--- config.mk ---
export PLATFORM = sky130hd
export DESIGN_NAME = poly_eval
export DESIGN_NICKNAME = d
export VERILOG_FILES = /design/src/rtl/poly_pkg.sv /design/src/rtl/poly_alu.sv /design/src/rtl/poly_eval.sv
export SDC_FILE = /design/constraint.sdc
export NUM_CORES = 1
export LEC_CHECK = 0
export BUFFER_PORTS_ARGS = -buffer_cell sky130_fd_sc_hd__buf_4
export CORE_ASPECT_RATIO = 1.25
export CORE_UTILIZATION = 65
export CTS_BUF_LIST = sky130_fd_sc_hd__clkbuf_8
export CTS_CLUSTER_SIZE = 16
export DETAILED_ROUTE_END_ITERATION = 6
export PLACE_DENSITY_LB_ADDON = 0.08
export SYNTH_ARGS = -nofsm -noshare
export SYNTH_HDL_FRONTEND = slang
export SYNTH_SLANG_ARGS = --single-unit
--- constraint.sdc ---
create_clock -name clk -period 6.5 [get_ports clk]
set_input_delay 0 -clock clk [delete_from_list [all_inputs] [get_ports clk]]
set_output_delay 0 -clock clk [all_outputs]
set_load 0.02 [all_outputs]
--- src/rtl/poly_pkg.sv ---
// Shared encodings for the polynomial evaluator: FSM states and ALU ops.
package poly_pkg;

  typedef enum logic [1:0] {
    LOAD      = 2'd0,
    LOAD_WAIT = 2'd1,
    MUL       = 2'd2,
    ADD       = 2'd3
  } state_t;

  typedef enum logic {
    OP_ADD = 1'b0,
    OP_MUL = 1'b1
  } alu_op_t;

endpackage

--- src/rtl/poly_alu.sv ---
// Combinational unsigned multiply/add with truncated result and overflow flag.
module poly_alu
  import poly_pkg::*;
#(
  parameter int WIDTH = 8
) (
  input  logic [WIDTH-1:0] a,
  input  logic [WIDTH-1:0] b,
  input  alu_op_t          op,
  output logic [WIDTH-1:0] y,
  output logic             ovf
);

  logic [2*WIDTH-1:0] w_prod;
  logic [WIDTH:0]     w_sum;

  // Full-precision product/sum; anything above WIDTH bits is overflow.
  always_comb begin
    w_prod = {{WIDTH{1'b0}}, a} * {{WIDTH{1'b0}}, b};
    w_sum  = {1'b0, a} + {1'b0, b};
    if (op == OP_MUL) begin
      y   = w_prod[WIDTH-1:0];
      ovf = |w_prod[2*WIDTH-1:WIDTH];
    end else begin
      y   = w_sum[WIDTH-1:0];
      ovf = w_sum[WIDTH];
    end
  end

endmodule

--- src/rtl/poly_eval.sv ---
// Horner-rule polynomial evaluator: operands loaded one press at a time
// (a_N .. a_0, then x), then alternating MUL/ADD steps on one shared ALU.
module poly_eval
  import poly_pkg::*;
#(
  parameter int WIDTH  = 8,
  parameter int DEGREE = 2
) (
  input  logic             clk,
  input  logic             reset,
  input  logic             go,
  input  logic [WIDTH-1:0] data_in,
  output logic [WIDTH-1:0] result,
  output logic             done,
  output logic             busy,
  output logic             overflow
);

  localparam int LW = $clog2(DEGREE + 2);
  localparam int IW = $clog2(DEGREE + 1);
  localparam logic [LW-1:0] X_SLOT   = LW'(DEGREE + 1);
  localparam logic [LW-1:0] TOP_SLOT = LW'(DEGREE);
  localparam logic [IW-1:0] I_TOP    = IW'(DEGREE);
  localparam logic [IW-1:0] I_START  = IW'(DEGREE - 1);

  state_t                      r_state, w_next;
  logic [LW-1:0]               r_load_idx;
  logic [IW-1:0]               r_i, w_widx;
  // Coefficients stored by power: r_coef[k] holds a_k.
  logic [DEGREE:0][WIDTH-1:0]  r_coef;
  logic [WIDTH-1:0]            r_acc, r_x, r_result, w_b, w_y;
  logic                        r_ovf_acc, r_overflow, w_ovf;
  alu_op_t                     w_op;

  assign result   = r_result;
  assign overflow = r_overflow;
  // Load slot k carries a_(N-k), so map the slot to its power.
  assign w_widx   = IW'(TOP_SLOT - r_load_idx);

  poly_alu #(.WIDTH(WIDTH)) u_alu (
    .a   (r_acc),
    .b   (w_b),
    .op  (w_op),
    .y   (w_y),
    .ovf (w_ovf)
  );

  // State register.
  always_ff @(posedge clk) begin
    if (reset) r_state <= LOAD;
    else       r_state <= w_next;
  end

  // Next state, ALU steering and status outputs.
  always_comb begin
    w_next = r_state;
    w_op   = OP_MUL;
    w_b    = r_x;
    done   = 1'b0;
    busy   = 1'b0;
    case (r_state)
      LOAD:      if (go) w_next = LOAD_WAIT;
      LOAD_WAIT: if (!go) w_next = (r_load_idx == X_SLOT) ? MUL : LOAD;
      MUL: begin
        busy   = 1'b1;
        w_next = ADD;
      end
      ADD: begin
        busy = 1'b1;
        w_op = OP_ADD;
        w_b  = r_coef[r_i];
        if (r_i == '0) begin
          done   = 1'b1;
          w_next = LOAD;
        end else begin
          w_next = MUL;
        end
      end
      default: w_next = LOAD;
    endcase
  end

  // Operand capture, accumulator steps and result/overflow update.
  always_ff @(posedge clk) begin
    if (reset) begin
      r_load_idx <= '0;
      r_i        <= '0;
      r_coef     <= '0;
      r_acc      <= '0;
      r_x        <= '0;
      r_ovf_acc  <= 1'b0;
      r_result   <= '0;
      r_overflow <= 1'b0;
    end else begin
      case (r_state)
        LOAD: begin
          if (go) begin
            if (r_load_idx == X_SLOT) r_x <= data_in;
            else                      r_coef[w_widx] <= data_in;
          end
        end
        LOAD_WAIT: begin
          if (!go) begin
            if (r_load_idx == X_SLOT) begin
              r_acc     <= r_coef[I_TOP];
              r_i       <= I_START;
              r_ovf_acc <= 1'b0;
            end else begin
              r_load_idx <= r_load_idx + 1'b1;
            end
          end
        end
        MUL: begin
          r_acc     <= w_y;
          r_ovf_acc <= r_ovf_acc | w_ovf;
        end
        ADD: begin
          r_acc     <= w_y;
          r_ovf_acc <= r_ovf_acc | w_ovf;
          if (r_i == '0) begin
            r_result   <= w_y;
            r_overflow <= r_ovf_acc | w_ovf;
            r_load_idx <= '0;
          end else begin
            r_i <= r_i - 1'b1;
          end
        end
        default: ;
      endcase
    end
  end

endmodule

==> run summary <==
======================================================================================================
Mean instance size in the synthesized netlist ...........................................   8.068 um^2
Hold/Removal Path Class ................................................................. input port to flop
Instance count of the mapped netlist ....................................................          618
1st-pass router iterations ..............................................................            5
Kind of end point of the critical path ..................................................         flop
Total routing resource utilization after global routing .................................       31.30%
Die Y-Extent ............................................................................     99.92 um
Detail-routed net length per standard cell ..............................................     16.28 um
VDD IR max ..............................................................................  0.0001143 V
Post-cts repair resize count ............................................................            0
Antenna violations before repair ........................................................            0
Maximum number of pins on one net before global-route repair ............................           59
Antenna viol nets, final ................................................................            0
Clock sinks .............................................................................           56
Clock tree root buffer cell .............................................................     clkbuf_8
Power density over the cells ............................................................ 113.7 nW/um^2
CTS tree ................................................................................        built
Final-stage net count ...................................................................          733
Clock transition at the register clock pins on the worst setup and hold paths after CTS .       130 ps
Global-route wire length before repair ..................................................     19330 um
Launching point of the worst reg2reg path ...............................................       r_i[0]
Worst R2R End ...........................................................................    r_ovf_acc
Share of layout cells above drive strength 1 ............................................       6.593%
Setup repair after global routing missed its margin .....................................           no
Data required, critical path ............................................................      6700 ps
Inserted Clock Buffers ..................................................................            5
Post-synth ARST share ...................................................................           0%
Hold Path Stages ........................................................................            3
Number of max-cap violations ............................................................            0
Number of enable-type register cells in the synthesized netlist .........................            0
Most area-consuming cells after synthesis ............................................... dfxtp_1, fa_1, ha_1
Result of the run ....................................................................... complete, no violations
Fraction of post-synthesis cell area in the top cell type by area .......................       22.48%
Critical Path Fanout Max ................................................................           10
Leak pwr ................................................................................  0.002309 uW
Layout Area Growth over Synthesis .......................................................       7.202%
Detailed-placement wirelength estimate ..................................................      9306 um
Synthesis warning total .................................................................            0
Full die area ...........................................................................    8027 um^2
Hold Crit Endpoint ......................................................................   r_state[0]
Count of final setup violators ..........................................................            0
Launch instance of the worst min-delay path .............................................           go
Slew Viols, Final .......................................................................            0
Data arrival time of the worst path .....................................................      6000 ps
Effective utilization at floorplan ......................................................       67.37%
Number of nets produced by synthesis ....................................................          715
Total of buffers placed on input and output ports .......................................           21
Detailed Route Iter0 Violations .........................................................          172
Detailed-route DRC error count ..........................................................            0
Critical path start-end classification .................................................. flop to flop
Core area ...............................................................................    7401 um^2
Startpoint class of the critical path ...................................................         flop
Clock latency of the later-clocked register in the worst-skew pair ......................       330 ps
Number of antenna cells inserted ........................................................            0
Largest area contributor in the synthesized netlist .....................................      dfxtp_1
Count of state elements after synthesis .................................................           56
Post-synthesis sequential area ratio ....................................................       22.48%
Remaining Overflow, GRT .................................................................            0
Min Tclk post-route .....................................................................      5802 ps
Setup TNS ...............................................................................         0 ps
Overall via count from detail_route .....................................................         4270
Portion of the clock cycle consumed by the worst path in the final layout ...............       89.25%
CTS H-tree lvls .........................................................................            2
Post-Route Utilization ..................................................................       72.22%
Row count ...............................................................................           35
Vias in the first global route ..........................................................         4217
Netlist area before placement ...........................................................    4986 um^2
Final Hold Viols ........................................................................            0
Die Wd ..................................................................................     80.34 um
Io pins .................................................................................           22
Maximum frequency from static timing analysis ...........................................   0.1724 GHz
Total wirelength of the detailed-routed design ..........................................     11870 um
Routability cong. .......................................................................       0.8509
Most numerous cell types in the synthesized netlist ..................................... nand2_1, inv_1, a21oi_1
Primary flip-flop cell chosen by synthesis mapping ......................................      dfxtp_1
Reg-to-reg slack, setup .................................................................       700 ps
Dominant cell by count in the synthesized netlist .......................................      nand2_1
Transition at the pin with the smallest max-transition slack ............................      1058 ps
Relative slew slack .....................................................................       29.23%
Buffers inserted during post-CTS setup optimization .....................................            0
Routed via count divided by cell count ..................................................        5.857
Final worst clock skew ..................................................................     25.81 ps
Clock Tree Buf Depth ....................................................................            2
Depth of the worst register-to-register path ............................................           18
Netlist cell types ......................................................................           52
======================================================================================================
[stage by stage]
step	power, uW	hold WS (ps)	instances	worst slack [ps]	area [um^2]
floorplan	382.2	147.2	618	1451	4986
global placement	394.6	266.6	713	1000	5167
detailed placement	395.4	272.2	713	747.3	5167
CTS	607.6	3.895	729	776.5	5345
global route	626.1	34.62	729	365.0	5345
finish	607.9	2.409	729	698.5	5345
[worst max-delay path, stage by stage, from the launching register on]
cell and delay (ps):
dfxtp_1 520, inv_1 160, nor2_1 390, a21oi_1 130
o21ai_1 610, nand2_1 180, fa_1 490, fa_1 520
fa_1 520, fa_1 540, inv_1 40, ha_1 380
o211a_1 160, o31a_1 120, o21ai_0 290, nand2_1 120
xnor2_1 160, a2111oi_2 210, a31oi_1 130
[final cells by class]
| cell class | count | area, um^2 |
|---|---|---|
| inverters | 72 | 270.3 |
| well taps | 92 | 115.1 |
| fillers | 598 | 2056 |
| flip-flops and latches | 56 | 1121 |
| multi-input cells | 466 | 3458 |
| repair buffers | 35 | 282.8 |
| clock buffers | 5 | 68.82 |
| clock inverters | 3 | 28.78 |
[worst max path at each step]
stage	from	end	slack, ps	depth (start not counted)
2_1_floorplan	r_state[0]	r_ovf_acc	1450	22
3_3_place_gp	r_i[0]	r_ovf_acc	1000	21
6_report	r_i[0]	r_ovf_acc	700	18
3_5_place_dp	r_i[0]	r_ovf_acc	750	18
4_1_cts	r_i[0]	r_ovf_acc	780	18
5_1_grt	r_i[0]	r_ovf_acc	370	18
[flip-flops by register name, indices dropped and copies added, names as in the netlist]
register,cells
r_x,8
result,8
r_i,2
r_load_idx,2
r_acc,8
r_coef,24
overflow,1
r_ovf_acc,1
r_state,2
[power breakdown]
part | internal, uW | switching, uW | total, uW
logic | 14.9 | 25.5 | 40.4
registers | 348 | 3.94 | 352
clock network | 81.9 | 134 | 216
[repair_timing]
item | CTS | global route
setup endpoints to repair | 0 | 0
endpoints found under the hold margin | 31 | 0
hold buffers | 8 | 0
[placed cells by master, fill, tap and decap left out, types with 19 or more instances in the layout]
cell type / n
nand2_1: 85
inv_1: 72
nor2_1: 51
nand3_1: 27
ha_1: 49
mux2i_1: 22
dfxtp_1: 56
fa_1: 37
buf_4: 27
and2_1: 19
a21oi_1: 66
[cells by family after synthesis]
group           after synthesis  share of synthesized area (%)
xor+xnor                     14                          2.459
fa+ha+maj                    86                          27.15
simple gates                217                          20.02
mux                          23                          4.642
flops                        56                          22.48
compound gates              126                          15.08
buf+inv                      96                          8.156
[routing by layer]
layer  vias up  global-route usage [%]  wire (um)
li1       2089                       -          -
met1      2049                   36.96       4938
met2       101                   55.75       6054
met3        31                   4.000        429
met4         0                   14.56        448
met5         -                       0          0
No activity file was read; power rests on OpenSTA's default activity.
